<file path="src/rtl/ahb_pkg.sv">
// AHB-Lite type definitions and burst-engine helpers shared by ahb_burst_master.
// The FSM state list gains ST_ERR only when AHB_ERROR_ABORT_EN is defined.
package ahb_pkg;

  typedef enum logic [1:0] {
    IDLE   = 2'd0,
    BUSY   = 2'd1,
    NONSEQ = 2'd2,
    SEQ    = 2'd3
  } HTRANS_E;

  typedef enum logic [2:0] {
    SINGLE = 3'd0,
    INCR   = 3'd1,
    WRAP4  = 3'd2,
    INCR4  = 3'd3,
    WRAP8  = 3'd4,
    INCR8  = 3'd5,
    WRAP16 = 3'd6,
    INCR16 = 3'd7
  } HBURST_E;

  typedef enum logic [2:0] {
    H8    = 3'd0,
    H16   = 3'd1,
    H32   = 3'd2,
    H64   = 3'd3,
    H128  = 3'd4,
    H256  = 3'd5,
    H512  = 3'd6,
    H1024 = 3'd7
  } HSIZE_E;

  localparam int AHB_1KB = 1024;

  typedef enum logic [2:0] {
    ST_IDLE,
    ST_ADDR,
    ST_BURST,
    ST_LAST
`ifdef AHB_ERROR_ABORT_EN
    , ST_ERR
`endif
  } burst_state_e;

  // Undefined-length INCR carries its length as beats-1 in len (up to 16 bits).
  function automatic logic [16:0] burst_beats(HBURST_E burst, logic [15:0] len);
    case (burst)
      INCR:           return {1'b0, len} + 17'd1;
      WRAP4, INCR4:   return 17'd4;
      WRAP8, INCR8:   return 17'd8;
      WRAP16, INCR16: return 17'd16;
      default:        return 17'd1;
    endcase
  endfunction

  function automatic logic is_wrap(HBURST_E burst);
    return (burst == WRAP4) || (burst == WRAP8) || (burst == WRAP16);
  endfunction

endpackage

</file>
<file path="src/rtl/ahb_burst_addr_next.sv">
// Combinational next-beat address for an AHB burst, plus a flag raised when an
// incrementing burst would step across a 1 KB boundary.
module ahb_burst_addr_next
  import ahb_pkg::*;
#(
  parameter int ADDR_WIDTH = 32
) (
  input  logic [ADDR_WIDTH-1:0] addr_i,
  input  HBURST_E               burst_i,
  input  HSIZE_E                size_i,
  output logic [ADDR_WIDTH-1:0] next_addr_o,
  output logic                  cross_1k_o
);

  localparam logic [ADDR_WIDTH-1:0] KB_MASK = ADDR_WIDTH'(AHB_1KB - 1);

  logic [ADDR_WIDTH-1:0] incr;
  logic [ADDR_WIDTH-1:0] seq_addr;
  logic [ADDR_WIDTH-1:0] wrap_mask;

  always_comb begin
    incr        = ADDR_WIDTH'(1) << size_i;
    seq_addr    = addr_i + incr;
    wrap_mask   = (ADDR_WIDTH'(burst_beats(burst_i, 16'd0)) << size_i) - ADDR_WIDTH'(1);
    next_addr_o = is_wrap(burst_i) ? ((addr_i & ~wrap_mask) | (seq_addr & wrap_mask))
                                   : seq_addr;
    // Wrapping bursts never leave their own aligned window, so only INCR types can cross.
    cross_1k_o  = !is_wrap(burst_i) && ((seq_addr & ~KB_MASK) != (addr_i & ~KB_MASK));
  end

endmodule

</file>
<file path="src/rtl/ahb_burst_master.sv">
// AHB-Lite burst master: one command at a time, NONSEQ/SEQ sequencing with 1 KB
// re-issue. Define AHB_ERROR_ABORT_EN to abort a burst on a two-cycle ERROR response.
module ahb_burst_master
  import ahb_pkg::*;
#(
  parameter int ADDR_WIDTH = 32,
  parameter int DATA_WIDTH = 32,
  parameter int LEN_WIDTH  = 8
) (
  input  logic                  HCLK,
  input  logic                  HRESETn,
  input  logic                  req_valid,
  output logic                  req_ready,
  input  logic [ADDR_WIDTH-1:0] req_addr,
  input  logic [2:0]            req_burst,
  input  logic [2:0]            req_size,
  input  logic                  req_write,
  input  logic [LEN_WIDTH-1:0]  req_len,
  input  logic [DATA_WIDTH-1:0] wdata,
  output logic                  wdata_pop,
  output logic [DATA_WIDTH-1:0] rdata,
  output logic                  rdata_valid,
  output logic                  done,
  output logic                  err,
  output logic [ADDR_WIDTH-1:0] HADDR,
  output logic [1:0]            HTRANS,
  output logic [2:0]            HBURST,
  output logic [2:0]            HSIZE,
  output logic                  HWRITE,
  output logic [DATA_WIDTH-1:0] HWDATA,
  input  logic                  HREADY,
  input  logic                  HRESP,
  input  logic [DATA_WIDTH-1:0] HRDATA
);

  localparam int         CNT_W    = (LEN_WIDTH > 4) ? LEN_WIDTH : 4;
  localparam logic [2:0] MAX_SIZE = 3'($clog2(DATA_WIDTH / 8));

  burst_state_e          state_q, state_d;
  logic [ADDR_WIDTH-1:0] addr_q, addr_d;
  HBURST_E               hburst_q, hburst_d;
  HSIZE_E                size_q, size_d;
  logic                  write_q, write_d;
  logic                  nonseq_q, nonseq_d;
  logic [CNT_W-1:0]      cnt_q, cnt_d;
  logic                  done_q, done_d;
  logic [DATA_WIDTH-1:0] rdata_q, rdata_d;
  logic                  rdata_valid_q, rdata_valid_d;

  HSIZE_E                size_clamped;
  logic [ADDR_WIDTH-1:0] next_addr;
  logic                  cross_1k;
  logic                  data_phase;
  HTRANS_E               htrans;

`ifdef AHB_ERROR_ABORT_EN
  logic err_q, err_d;
  assign err = err_q;
`else
  logic unused_hresp;
  assign unused_hresp = HRESP;
  assign err          = 1'b0;
`endif

  ahb_burst_addr_next #(.ADDR_WIDTH(ADDR_WIDTH)) u_addr_next (
    .addr_i      (addr_q),
    .burst_i     (hburst_q),
    .size_i      (size_q),
    .next_addr_o (next_addr),
    .cross_1k_o  (cross_1k)
  );

  assign size_clamped = (req_size > MAX_SIZE) ? HSIZE_E'(MAX_SIZE) : HSIZE_E'(req_size);
  assign data_phase   = (state_q == ST_BURST) || (state_q == ST_LAST);

  always_comb begin
    // NOTE: every combinational output gets a default first so no path can infer a latch.
    state_d       = state_q;
    addr_d        = addr_q;
    hburst_d      = hburst_q;
    size_d        = size_q;
    write_d       = write_q;
    nonseq_d      = nonseq_q;
    cnt_d         = cnt_q;
    done_d        = 1'b0;
    rdata_d       = rdata_q;
    rdata_valid_d = 1'b0;
    wdata_pop     = 1'b0;
`ifdef AHB_ERROR_ABORT_EN
    err_d         = 1'b0;
`endif

    unique case (state_q)
      ST_IDLE: if (req_valid) begin
        addr_d   = req_addr & ({ADDR_WIDTH{1'b1}} << size_clamped);
        hburst_d = HBURST_E'(req_burst);
        size_d   = size_clamped;
        write_d  = req_write;
        nonseq_d = 1'b0;
        cnt_d    = CNT_W'(burst_beats(HBURST_E'(req_burst), 16'(req_len)) - 17'd1);
        state_d  = ST_ADDR;
      end
      ST_ADDR, ST_BURST: if (HREADY) begin
        if (cnt_q == '0) begin
          state_d = ST_LAST;
        end else begin
          // A 1 KB crossing restarts the transfer as an undefined-length INCR.
          addr_d   = next_addr;
          cnt_d    = cnt_q - CNT_W'(1);
          nonseq_d = cross_1k;
          if (cross_1k) hburst_d = INCR;
          state_d  = ST_BURST;
        end
      end
      ST_LAST: if (HREADY) begin
        state_d = ST_IDLE;
        done_d  = 1'b1;
      end
`ifdef AHB_ERROR_ABORT_EN
      ST_ERR: if (HREADY) begin
        state_d = ST_IDLE;
        done_d  = 1'b1;
        err_d   = 1'b1;
      end
`endif
      default: state_d = ST_IDLE;
    endcase

    if (data_phase && HREADY) begin
      if (write_q) begin
        wdata_pop = 1'b1;
      end else begin
        rdata_d       = HRDATA;
        rdata_valid_d = 1'b1;
      end
    end

`ifdef AHB_ERROR_ABORT_EN
    // First ERROR cycle: cancel the pending address phase and drop the remaining beats.
    if (data_phase && HRESP && !HREADY) state_d = ST_ERR;
`endif
  end

  always_comb begin
    htrans = IDLE;
    if (state_q == ST_ADDR)       htrans = NONSEQ;
    else if (state_q == ST_BURST) htrans = nonseq_q ? NONSEQ : SEQ;
  end

  // NOTE: state registers use non-blocking assignments so every flop samples pre-edge values.
  always_ff @(posedge HCLK or negedge HRESETn) begin
    if (!HRESETn) begin
      state_q       <= ST_IDLE;
      addr_q        <= '0;
      hburst_q      <= SINGLE;
      size_q        <= H8;
      write_q       <= 1'b0;
      nonseq_q      <= 1'b0;
      cnt_q         <= '0;
      done_q        <= 1'b0;
      rdata_q       <= '0;
      rdata_valid_q <= 1'b0;
`ifdef AHB_ERROR_ABORT_EN
      err_q         <= 1'b0;
`endif
    end else begin
      state_q       <= state_d;
      addr_q        <= addr_d;
      hburst_q      <= hburst_d;
      size_q        <= size_d;
      write_q       <= write_d;
      nonseq_q      <= nonseq_d;
      cnt_q         <= cnt_d;
      done_q        <= done_d;
      rdata_q       <= rdata_d;
      rdata_valid_q <= rdata_valid_d;
`ifdef AHB_ERROR_ABORT_EN
      err_q         <= err_d;
`endif
    end
  end

  assign req_ready   = (state_q == ST_IDLE);
  assign done        = done_q;
  assign rdata       = rdata_q;
  assign rdata_valid = rdata_valid_q;
  assign HADDR       = addr_q;
  assign HTRANS      = htrans;
  assign HBURST      = hburst_q;
  assign HSIZE       = size_q;
  assign HWRITE      = write_q;
  assign HWDATA      = wdata;

endmodule

</file>
<file path="config.mk">
export PLATFORM = sky130hd
export DESIGN_NAME = ahb_burst_master
export DESIGN_NICKNAME = d
export VERILOG_FILES = /design/src/rtl/ahb_pkg.sv /design/src/rtl/ahb_burst_addr_next.sv /design/src/rtl/ahb_burst_master.sv
export SDC_FILE = /design/constraint.sdc
export NUM_CORES = 1
export LEC_CHECK = 0
export CAP_MARGIN = 20
export CORE_AREA = 3 3 156 158
export CTS_CLUSTER_DIAMETER = 80
export CTS_CLUSTER_SIZE = 30
export DETAILED_ROUTE_END_ITERATION = 8
export DIE_AREA = 0 0 159 161
export GPL_TIMING_DRIVEN = 0
export HOLD_SLACK_MARGIN = 0.15
export MAX_ROUTING_LAYER = met4
export PLACE_DENSITY = 0.49
export REMOVE_ABC_BUFFERS = 1
export SLEW_MARGIN = 5
export SYNTH_ARGS = -nofsm -noshare
export SYNTH_HDL_FRONTEND = slang
export SYNTH_SLANG_ARGS = --single-unit
</file>
<file path="constraint.sdc">
create_clock -name HCLK -period 2.8 [get_ports HCLK]
set_input_delay 0.56 -clock HCLK [delete_from_list [all_inputs] [get_ports HCLK]]
set_output_delay 0.56 -clock HCLK [all_outputs]
set_load 0.05 [all_outputs]
</file>
Word-level counts from Yosys, hierarchy flattened
Index checks and enable logic that the tools add are counted.
Word-level totals
  register bits: 85
  input port bits: 116
  output and inout bits: 110
  word-level logic and storage cells: 105
Operators by class
  add/sub/neg operators: 5
  $lt $le $gt $ge: 1
  eq/ne operators: 22
  shift-type cells: 3
  muxes and demuxes: 37
  bitwise operators: 6
  reductions and logical operators: 21
Operators by type and width (number)
  32-bit two-way mux: 4
  32-bit bitwise AND: 3
  32-bit case mux with 2 select lines: 1
  8-bit two-way mux: 5
  32-bit adder: 1
  32-bit inverter: 1
  32-bit OR: 1
  8-bit case mux with 4 select lines: 1
  1-bit by 3-bit << shifter with 32-bit output, first input constant: 1
  32-bit by 3-bit << shifter with 32-bit output, first input constant: 1
  5-bit by 3-bit << shifter with 32-bit output: 1
  32-bit by 1-bit subtractor with 32-bit output, second input constant: 1
  3-bit == test, second input constant: 8
  3-bit two-way mux: 8
  22-bit != test: 1
  3-bit by 2-bit == test with 1-bit output, second input constant: 6
  8-bit case mux with 2 select lines: 1
  8-bit by 1-bit subtractor with 8-bit output, second input constant: 2
  5-bit case mux with 3 select lines: 1
  2-bit OR reduction: 7
  1-bit two-way mux: 11
  2-bit != test, second input constant: 5
  3-bit case mux with 3 select lines: 1
  8-bit by 1-bit adder with 8-bit output, second input constant: 1
  other kinds (16): 22

Logic depth before layout (Yosys ltp)
Gate-level depths: netlist of the first run.
  word-level depth: 12
  mapped depth: 12
  depth with buffers taken out: 9

Hierarchy
A second synthesis of the first run with hierarchy kept.
Second synthesis, totals
  cell total of the unflattened synthesis: 618
  area total of the unflattened synthesis: 5718.0 µm²
Modules (own cells, without submodules)
  ahb_burst_master: times used 1, cells each 402, area each 4269.1 µm², sequential area each 2102.0 µm²
  ahb_burst_addr_next: times used 1, cells each 216, area each 1448.9 µm², sequential area each 0.0 µm²

Least setup slack after synthesis of the first run
No wires, ideal clock.
  path type: register to register
  start point: register size_q[0] (netlist: HSIZE[0])
  end point: register with a tool-made name
  setup time: 0.126 ns
  arrival: 3.319 ns
  required time: 2.674 ns
  setup slack: -0.645 ns
  stages on the path, launching flop included: 12
  buffers on the path: 2
  period minus slack after synthesis: 3.445 ns
  cell sequence: dfrtp_1 clkbuf_1 clkbuf_1 nor3_1 ha_1 fa_1 a211oi_1 nor3_2 o31ai_4 a211oi_1 mux2i_1 a221o_1
RTL lines
  start: declaration: line ahb_burst_master.sv:42  | HSIZE_E size_q, size_d;
  start signal: assignment: line ahb_burst_master.sv:170  | size_q <= size_d;

==> results.json, run 1 <==
{
  "yosysTopAreaCell": "dfrtp_1",
  "place_congestion": 0.8069,
  "yosys.area.top_type_share_pct": 36.59,
  "core_um2": 23260,
  "status": "completed",
  "yosysMostFrequentCell": "dfrtp_1",
  "netlist_area_um2": 5744,
  "ios": 226,
  "cts_buffers": 9,
  "num_vias": 5281,
  "worst_hold_path_type": "input port to async pin",
  "cp-end-kind": "flip-flop",
  "startpoint": "HSIZE[2]$_DFFE_PN0P_",
  "die-area_um2": 25600,
  "leakage_uw": 0.003093,
  "cts_hold_buf": 0,
  "drv_slew": 0,
  "peakVddDrop_mv": 0.5495,
  "place_ws_ns": -0.8524,
  "dp_hpwl_mm": 13.90,
  "gr-total-overflow": 0,
  "crit_fanout": 5,
  "die_h_um": 161,
  "synthFlopType": "dfrtp_1",
  "grt_max_degree": 45,
  "clkSinkCount": 84,
  "ant_nets": 0,
  "layout_setup_ws_ns": 0.04687,
  "slew_headroom_pct": 45.07,
  "grt_use_total_pct": 15.81,
  "yosys_warnings": 0,
  "portBuffers": 159,
  "rows": 56,
  "layout.nets": 887,
  "r2r_start": "HSIZE[2]$_DFFE_PN0P_",
  "grt_pass1_wl_mm": 31.49,
  "postSynthCellCount": 625,
  "final_util_pct": 35.19,
  "die_w_um": 159,
  "synthDistinctLibCells": 83,
  "antenna_found_initial": 0,
  "avgViaCountPerCell": 4.903,
  "grt_pass1_vias": 5323,
  "required_ns": 3.04,
  "layout_min_cycle_time_ns": 2.753,
  "ys_ff_latch": 84,
  "clk_pin_slew_ns": 0.07,
  "path_class": "flip-flop to flip-flop",
  "seq_area_frac_synth_pct": 36.59,
  "drive_gt1_share_pct": 17.68,
  "dr.pass1.iters": 4,
  "fmax_ghz": 0.3632,
  "synth_common_cells": "84 x dfrtp_1, 57 x nand2_1, 38 x nor2_1, 37 x a21oi_1",
  "hold_viol_final": 0,
  "area_growth_pct": 42.52,
  "critPathArrivalTime_ns": 2.99,
  "async_flop_share_pct": 100.0,
  "setup_tns_ns": 0,
  "cts_tree": "yes",
  "drtIter0Drc": 366,
  "synth_top_cells_by_area": "dfrtp_1 37%, mux2_2 6.9%, buf_4 4.6%",
  "drc": 0,
  "tightest_slew_ns": 0.8210,
  "wl_per_cell_um": 18.19,
  "setup_violations": 0,
  "clk_path_buf_depth": 2,
  "cts.htree.levels": 3,
  "drt_wl_total_mm": 19.59,
  "hold_ws_ns": 0.2116,
  "powerDensity_nw_per_um2": 1367,
  "synth_edf_count": 0,
  "finClkSkew_ns": 0.01033,
  "clockRootBuffer": "clkbuf_16",
  "cp-start-kind": "flip-flop",
  "clk_latency_ns": 0.35,
  "fill_cells": 2406,
  "finalCritPeriodShare_pct": 98.33,
  "maxCapViolCount": 0,
  "n_antenna_cell": 0,
  "avgSynthCellArea_um2": 9.191,
  "rsz0062_at_grt": "yes",
  "initial_utilization_pct": 24.69
}
cell usage in the layout, fill, tap and decap left out, drive strengths merged, types with 6 or more instances in the layout:
master         synthesis  final
a21oi                 38     38
o211ai                 7      7
nor3                  19     19
mux2i                 17     17
o22ai                 15     15
a21o                   8      8
o21ai                 29     29
ha                    17     17
nand2                 58     58
nand4                  8      8
nand3                 27     27
and2                   7      7
mux2                  37     37
or4                    6      6
xnor2                 10     10
and3                   9      9
nor2                  39     39
clkbuf                18     11
a31oi                  9      9
inv                   11     11
a211oi                12     12
clkdlybuf4s50          0    156
nor3b                  6      6
dfrtp                 84     84
buf                   51     27
kinds of logic (layout without fill, tap and decap cells):
family,after synthesis,in the layout,synth area share [%]
multiplexers,54,54,10.22
other,1,1,0.06528
adder cells (fa/ha/maj),18,18,4.051
XOR/XNOR,14,14,2.134
AND/OR/NAND/NOR,207,207,18.91
flip-flops,84,84,36.59
AO/OA/AOI/OAI,165,165,20.02
buffers and inverters,82,215,8.015
timing repair:
item,in CTS,in global routing
hold endpoints to repair,0,0
gates cloned,0,0
buffers inserted,13,9
pin swaps,6,11
gates resized for setup,25,32
setup endpoints to repair,46,31
power by group:
part           switching (µW)  internal [µW]  leakage [µW]
clock                     537            692      0.000139
combinational            4600           2880       0.00194
sequential                654           1830       0.00101
total                    5790           5400       0.00309
stage by stage:
| stage | total power, µW | cells | area, µm² |
|---|---|---|---|
| 6_report | 11190 | 1077 | 8187 |
| 5_1_grt | 12000 | 1077 | 8187 |
| 4_1_cts | 11070 | 1068 | 7948 |
| 3_5_place_dp | 9535 | 1039 | 7448 |
| 3_3_place_gp | 9311 | 1034 | 7323 |
| 2_1_floorplan | 7055 | 556 | 5333 |
worst paths after layout:
| check | cells after the start | endpoint | slack, ns |
|---|---|---|---|
| min | 1 | rdata[3]$_DFFE_PN0P_ | 0.21 |
| min reg2reg | 1 | rdata[4]$_DFFE_PN0P_ | 0.50 |
| max in group asynchronous | 2 | rdata[13]$_DFFE_PN0P_ | 1.94 |
| max | 9 | flip-flop | 0.05 |
| max reg2reg | 9 | flip-flop | 0.05 |
| min in group HCLK | 1 | rdata[4]$_DFFE_PN0P_ | 0.50 |
layout make-up:
type                            instances  area (µm²)  share of cell area (%)
Tap cell                              319       399.1                   4.875
Sequential cell                        84        2115                   25.83
Timing Repair Buffer                  186        1903                   23.25
Clock inverter                          6       63.81                  0.7795
Clock buffer                           10       229.0                   2.797
Multi-Input combinational cell        459        3418                   41.75
Inverter                               13       58.81                  0.7183
layer usage:
metal | share of wire, % | GRT usage, % | vias up
met2 | 44 | 23.20 | 171
met3 | 6.6 | 4.617 | 14
met1 | 48 | 21.54 | 2545
met4 | 1.1 | 3.780 | 0
met5 | 0 | - | -
li1 | - | - | 2551
critical path, cell delays in order, from the launching register on:
cell,delay [ns]
dfrtp_4,0.52
nor2_2,0.15
and2_4,0.19
ha_4,0.13
a21oi_2,0.05
nand4b_1,0.32
a211oi_4,0.48
o2111ai_2,0.19
mux2_4,0.33
a221o_1,0.29
Power figures use the tool's default switching activity.
==> inputs of run 2 (changes only) <==
--- a/config.mk
+++ b/config.mk
@@ -6,15 +6,16 @@
 export NUM_CORES = 1
 export LEC_CHECK = 0
 export CAP_MARGIN = 20
-export CORE_AREA = 3 3 156 158
+export CORE_AREA = 3 3 123 125
+export CTS_BUF_LIST = sky130_fd_sc_hd__clkbuf_2 sky130_fd_sc_hd__clkbuf_4 sky130_fd_sc_hd__clkbuf_8
 export CTS_CLUSTER_DIAMETER = 80
 export CTS_CLUSTER_SIZE = 30
 export DETAILED_ROUTE_END_ITERATION = 8
-export DIE_AREA = 0 0 159 161
+export DIE_AREA = 0 0 126 128
 export GPL_TIMING_DRIVEN = 0
 export HOLD_SLACK_MARGIN = 0.15
 export MAX_ROUTING_LAYER = met4
-export PLACE_DENSITY = 0.49
+export PLACE_DENSITY = 0.75
 export REMOVE_ABC_BUFFERS = 1
 export SLEW_MARGIN = 5
 export SYNTH_ARGS = -nofsm -noshare
==> constraint.sdc (replaced) <==
create_clock -name HCLK -period 2.8 [get_ports HCLK]
set_input_delay 0.56 -clock HCLK [delete_from_list [all_inputs] [get_ports HCLK]]
set_output_delay 0.56 -clock HCLK [all_outputs]
set_load 0.01 [all_outputs]
==> run 2 against run 1 <==
The run now ends with setup timing left. Maximum frequency fell by 3.1%. Non-clock buffer count increased by 5. Flip-flop and latch count is the same. Sequential power hardly changed. Die area fell by 37%. Clock skew increased by 0.0013 ns. Highest routed layer unchanged.
==> results.json, run 2 (same netlist as run 1, synthesis figures left out) <==
{
  "gr-total-overflow": 0,
  "rsz0062_at_grt": "yes",
  "grt_pass1_wl_mm": 28.98,
  "worst_hold_path_type": "input port to async pin",
  "tightest_slew_ns": 0.8340,
  "cp-start-kind": "flip-flop",
  "die_w_um": 126,
  "grt_pass1_vias": 5279,
  "required_ns": 3.07,
  "n_antenna_cell": 0,
  "hold_viol_final": 0,
  "layout_min_cycle_time_ns": 2.841,
  "num_vias": 5524,
  "layout_setup_ws_ns": -0.04071,
  "cts_buffers": 9,
  "cp-end-kind": "flip-flop",
  "stdcell_area_um2": 7944,
  "clk_pin_slew_ns": 0.08,
  "setup_tns_ns": -0.04071,
  "drc": 0,
  "drtIter0Drc": 403,
  "area_growth_pct": 38.29,
  "wl_per_cell_um": 19.69,
  "path_class": "flip-flop to flip-flop",
  "comb_power_share_pct": 60.9,
  "p_switching_uw": 4008,
  "drv_slew": 0,
  "maxCapViolCount": 0,
  "rows": 43,
  "grt_max_degree": 46,
  "finClkSkew_ns": 0.01161,
  "crit_fanout": 7,
  "setup_violations": 1,
  "grt_use_total_pct": 22.90,
  "clockRootBuffer": "clkbuf_8",
  "cts_hold_buf": 0,
  "power.total_uw": 9356,
  "clk_path_buf_depth": 2,
  "final_util_pct": 56.79,
  "dr.pass1.iters": 5,
  "clk_latency_ns": 0.38,
  "power_frac_seq_pct": 26.7,
  "core_um2": 13990,
  "drive_gt1_share_pct": 18.48,
  "finalCritPeriodShare_pct": 101.5,
  "placed_area_um2": 7222,
  "intPower_uw": 5348,
  "ff2ff_path_depth": 8,
  "place_congestion": 0.8749,
  "avgViaCountPerCell": 5.858,
  "critPathArrivalTime_ns": 3.11,
  "p_clk_share_pct": 12.5,
  "final_cell_mix": "158 x clkdlybuf4s50_1, 79 x dfrtp_1, 55 x nand2_1",
  "peakVddDrop_mv": 0.6325,
  "cts_tree": "yes",
  "dp_hpwl_mm": 13.09,
  "die-area_um2": 16130,
  "power_switching_share_pct": 42.84,
  "layout.nets": 893,
  "ios": 226,
  "fmax_ghz": 0.3520,
  "hold_ws_ns": 0.1692,
  "die_h_um": 128,
  "powerDensity_nw_per_um2": 1178,
  "cts.htree.levels": 3,
  "portBuffers": 159,
  "violations": "setup timing",
  "final_common_cell": "clkdlybuf4s50_1",
  "status": "complete, but fails checks",
  "antenna_found_initial": 0,
  "slew_headroom_pct": 44.19,
  "ant_nets": 0,
  "clkSinkCount": 84,
  "drt_wl_total_mm": 18.56,
  "initial_utilization_pct": 41.06,
  "leakage_uw": 0.003084
}
==> run 2: repair_timing <==
item	in CTS	in global routing
setup endpoints to repair	45	29
setup buffers	11	17
resized for setup	23	30
gates cloned	1	0
pin swaps	5	11
==> run 2: final timing paths <==
check,start,to,slack (ns)
max in group asynchronous,HRESETn,HBURST[2]$_DFFE_PN0P_,1.99
worst max register to register,HSIZE[0]$_DFFE_PN0P_,flip-flop,-0.04
min in group HCLK,nonseq_q$_DFFE_PN0P_,nonseq_q$_DFFE_PN0P_,0.50
worst min register to register,nonseq_q$_DFFE_PN0P_,nonseq_q$_DFFE_PN0P_,0.50
worst max-delay path,HSIZE[0]$_DFFE_PN0P_,flip-flop,-0.04
worst min-delay path,HRESETn,rdata[12]$_DFFE_PN0P_,0.17
==> run 2: metal layers <==
metal	share of wire (%)	vias up	global-route usage, %
met4	1.5	0	6.120
li1	-	2542	-
met1	43	2643	29.87
met3	10	26	7.292
met5	0	-	-
met2	45	313	34.65
==> run 2: cell type report <==
| cell class | count | area, µm² |
|---|---|---|
| Clock inverter | 4 | 120.1 |
| Inverter | 13 | 57.56 |
| Tap cell | 180 | 225.2 |
| Sequential cell | 84 | 2113 |
| Multi-Input combinational cell | 460 | 3392 |
| Timing Repair Buffer | 191 | 1884 |
| Fill cell | 1192 | 6045 |
| Clock buffer | 11 | 151.4 |
==> run 2: power groups by stage <==
stage | clock network, µW | registers [µW] | logic [µW]
after floorplan | 0 | 2600 | 2800
after global placement | 0 | 2460 | 4940
after detailed placement | 0 | 2520 | 5170
after CTS | 1190 | 2460 | 5400
after global routing | 1240 | 2590 | 6170
final | 1170 | 2490 | 5700
==> run 2: stage by stage <==
stage	worst slack (ns)	instances
6_report	-0.04071	943
5_1_grt	-0.2085	943
4_1_cts	0.01060	926
3_5_place_dp	-0.9583	899
3_3_place_gp	-1.978	895
2_1_floorplan	-0.7694	556
==> run 2: worst max-delay path, stage by stage (launching register included) <==
cell       delay [ns]
dfrtp_4          0.53
buf_4            0.17
nor3_1           0.22
ha_2             0.28
nand4b_1         0.27
a211oi_4         0.44
o2111ai_2        0.19
mux2_4           0.33
a221o_1          0.31
==> inputs of run 3 (changes only) <==
--- a/config.mk
+++ b/config.mk
@@ -15,7 +15,7 @@
 export GPL_TIMING_DRIVEN = 0
 export HOLD_SLACK_MARGIN = 0.15
 export MAX_ROUTING_LAYER = met4
-export PLACE_DENSITY = 0.75
+export PLACE_DENSITY = 0.78
 export REMOVE_ABC_BUFFERS = 1
 export SLEW_MARGIN = 5
 export SYNTH_ARGS = -nofsm -noshare
==> run 3 against run 2 <==
The flow now finishes without violations. Final cell count increased by 0.11%. Combinational power hardly changed. Cell area fell by 0.91%. Flip-flop and latch count unchanged. Die area stayed put. Clock skew up 0.0031 ns. Core utilization down 0.52 points. Worst hold slack improved by 0.0015 ns. Routed wire length down 5.8%. Register-to-register slack improved by 0.06 ns. Setup slack gained 0.060 ns. Sequential power is essentially flat.
==> results.json, run 3 (same netlist as run 1, synthesis figures left out) <==
{
  "drv_slew": 0,
  "layout_setup_ws_ns": 0.01937,
  "grt_max_degree": 47,
  "path_class": "flip-flop to flip-flop",
  "fmax_ghz": 0.3596,
  "cts_buffers": 9,
  "rsz0062_at_grt": "yes",
  "grt_pass1_wl_mm": 27.26,
  "p_clk_share_pct": 9.9,
  "clockRootBuffer": "clkbuf_8",
  "critPathArrivalTime_ns": 3.04,
  "cts_tree": "yes",
  "required_ns": 3.05,
  "crit_fanout": 5,
  "place_ws_ns": -1.143,
  "cp-start-kind": "flip-flop",
  "layout_min_cycle_time_ns": 2.781,
  "final_cells": 944,
  "place_congestion": 0.8811,
  "wl_per_cell_um": 18.51,
  "power_switching_share_pct": 43.28,
  "clk_latency_ns": 0.37,
  "gr-total-overflow": 0,
  "setup_tns_ns": 0,
  "intPower_uw": 5127,
  "clk_path_buf_depth": 2,
  "ios": 226,
  "final_common_cell": "clkdlybuf4s50_1",
  "ff2ff_path_depth": 10,
  "layout.nets": 894,
  "hold_viol_final": 0,
  "powerDensity_nw_per_um2": 1148,
  "tightest_slew_ns": 0.8000,
  "num_vias": 5423,
  "cp-end-kind": "flip-flop",
  "fill_cells": 1245,
  "final_util_pct": 56.27,
  "slew_headroom_pct": 46.47,
  "drtIter0Drc": 266,
  "comb_power_share_pct": 62.8,
  "leakage_uw": 0.003069,
  "drc": 0,
  "drt_wl_total_mm": 17.48,
  "final_cell_mix": "158 x clkdlybuf4s50_1, 79 x dfrtp_1, 55 x nand2_1",
  "multi_input_area_um2": 3368,
  "maxCapViolCount": 0,
  "setup_violations": 0,
  "clkSinkCount": 84,
  "r2r_start": "HSIZE[2]$_DFFE_PN0P_",
  "core_um2": 13990,
  "grt_pass1_vias": 5002,
  "grt_use_total_pct": 21.61,
  "r2r_setup_slack_ns": 0.02,
  "initial_utilization_pct": 41.06,
  "area_growth_pct": 37.03,
  "power_frac_seq_pct": 27.3,
  "regArea_um2": 2113,
  "dr.pass1.iters": 5,
  "ant_nets": 0,
  "finalCritPeriodShare_pct": 99.31,
  "die_w_um": 126,
  "p_switching_uw": 3912,
  "die_h_um": 128,
  "status": "completed",
  "die-area_um2": 16130,
  "clk_pin_slew_ns": 0.09,
  "avgViaCountPerCell": 5.745,
  "worst_hold_path_type": "input port to async pin",
  "dp_hpwl_mm": 12.28,
  "portBuffers": 159,
  "finClkSkew_ns": 0.01471,
  "peakVddDrop_mv": 0.4299,
  "cts.htree.levels": 3,
  "drive_gt1_share_pct": 17.80,
  "numPlacedInstances": 899,
  "antenna_found_initial": 0,
  "n_antenna_cell": 0,
  "rows": 43
}
run 3: worst max path at each step:
stage	from	end
2_1_floorplan	state_q[0]$_DFFE_PN0P_	flip-flop
3_3_place_gp	state_q[0]$_DFFE_PN0P_	cnt_q[6]$_DFFE_PN0P_
3_5_place_dp	state_q[1]$_DFFE_PN0P_	flip-flop
4_1_cts	HSIZE[0]$_DFFE_PN0P_	flip-flop
5_1_grt	HSIZE[2]$_DFFE_PN0P_	flip-flop
6_report	HSIZE[2]$_DFFE_PN0P_	flip-flop
run 3: power by group through the flow:
stage	sequential [µW]	combinational, µW	clock (µW)
floorplan	2600	2800	0
detailed placement	2500	5200	0
global placement	2460	4990	0
CTS	2450	5480	920
finish	2460	5680	896
global route	2580	6200	977
run 3: metal layers:
metal	vias to the layer above	GRT usage (%)	wire (µm)
li1	2562	-	-
met1	2614	27.99	7859
met2	227	32.83	7949
met3	20	7.042	1416
met4	0	5.678	252
met5	-	-	0
run 3: area by class of cell:
cell class                 count  area share [%]
multi-input combinational    460           42.79
clock inverter                 2          0.4451
sequential                    84           26.85
timing repair buffer         192           24.32
tap                          180           2.861
inverter                      13          0.6994
clock buffer                  13           2.035
run 3: worst max-delay path: stages (launching register included):
cell	delay, ns
dfrtp_4	0.53
buf_6	0.13
nor3_2	0.10
ha_2	0.23
buf_4	0.11
a21oi_1	0.07
nand4b_1	0.32
a211oi_4	0.39
o2111ai_1	0.15
mux2_1	0.33
a221o_1	0.30
run 3: repair_timing:
item,4_1_cts,5_1_grt
hold buffers,0,0
pin swaps,4,14
buffers inserted,13,17
resized for setup,22,26
endpoints found under the setup margin,41,29
cloned,1,0
run 3: metrics by stage:
| step | area (µm²) | power [µW] | hold WS [ns] |
|---|---|---|---|
| 6_report | 7871 | 9040 | 0.1708 |
| 5_1_grt | 7871 | 9752 | 0.1927 |
| 4_1_cts | 7629 | 8844 | 0.1815 |
| 3_5_place_dp | 7252 | 7698 | 0.4940 |
| 3_3_place_gp | 7149 | 7443 | 0.4869 |
| 2_1_floorplan | 5333 | 5402 | 0.2644 |
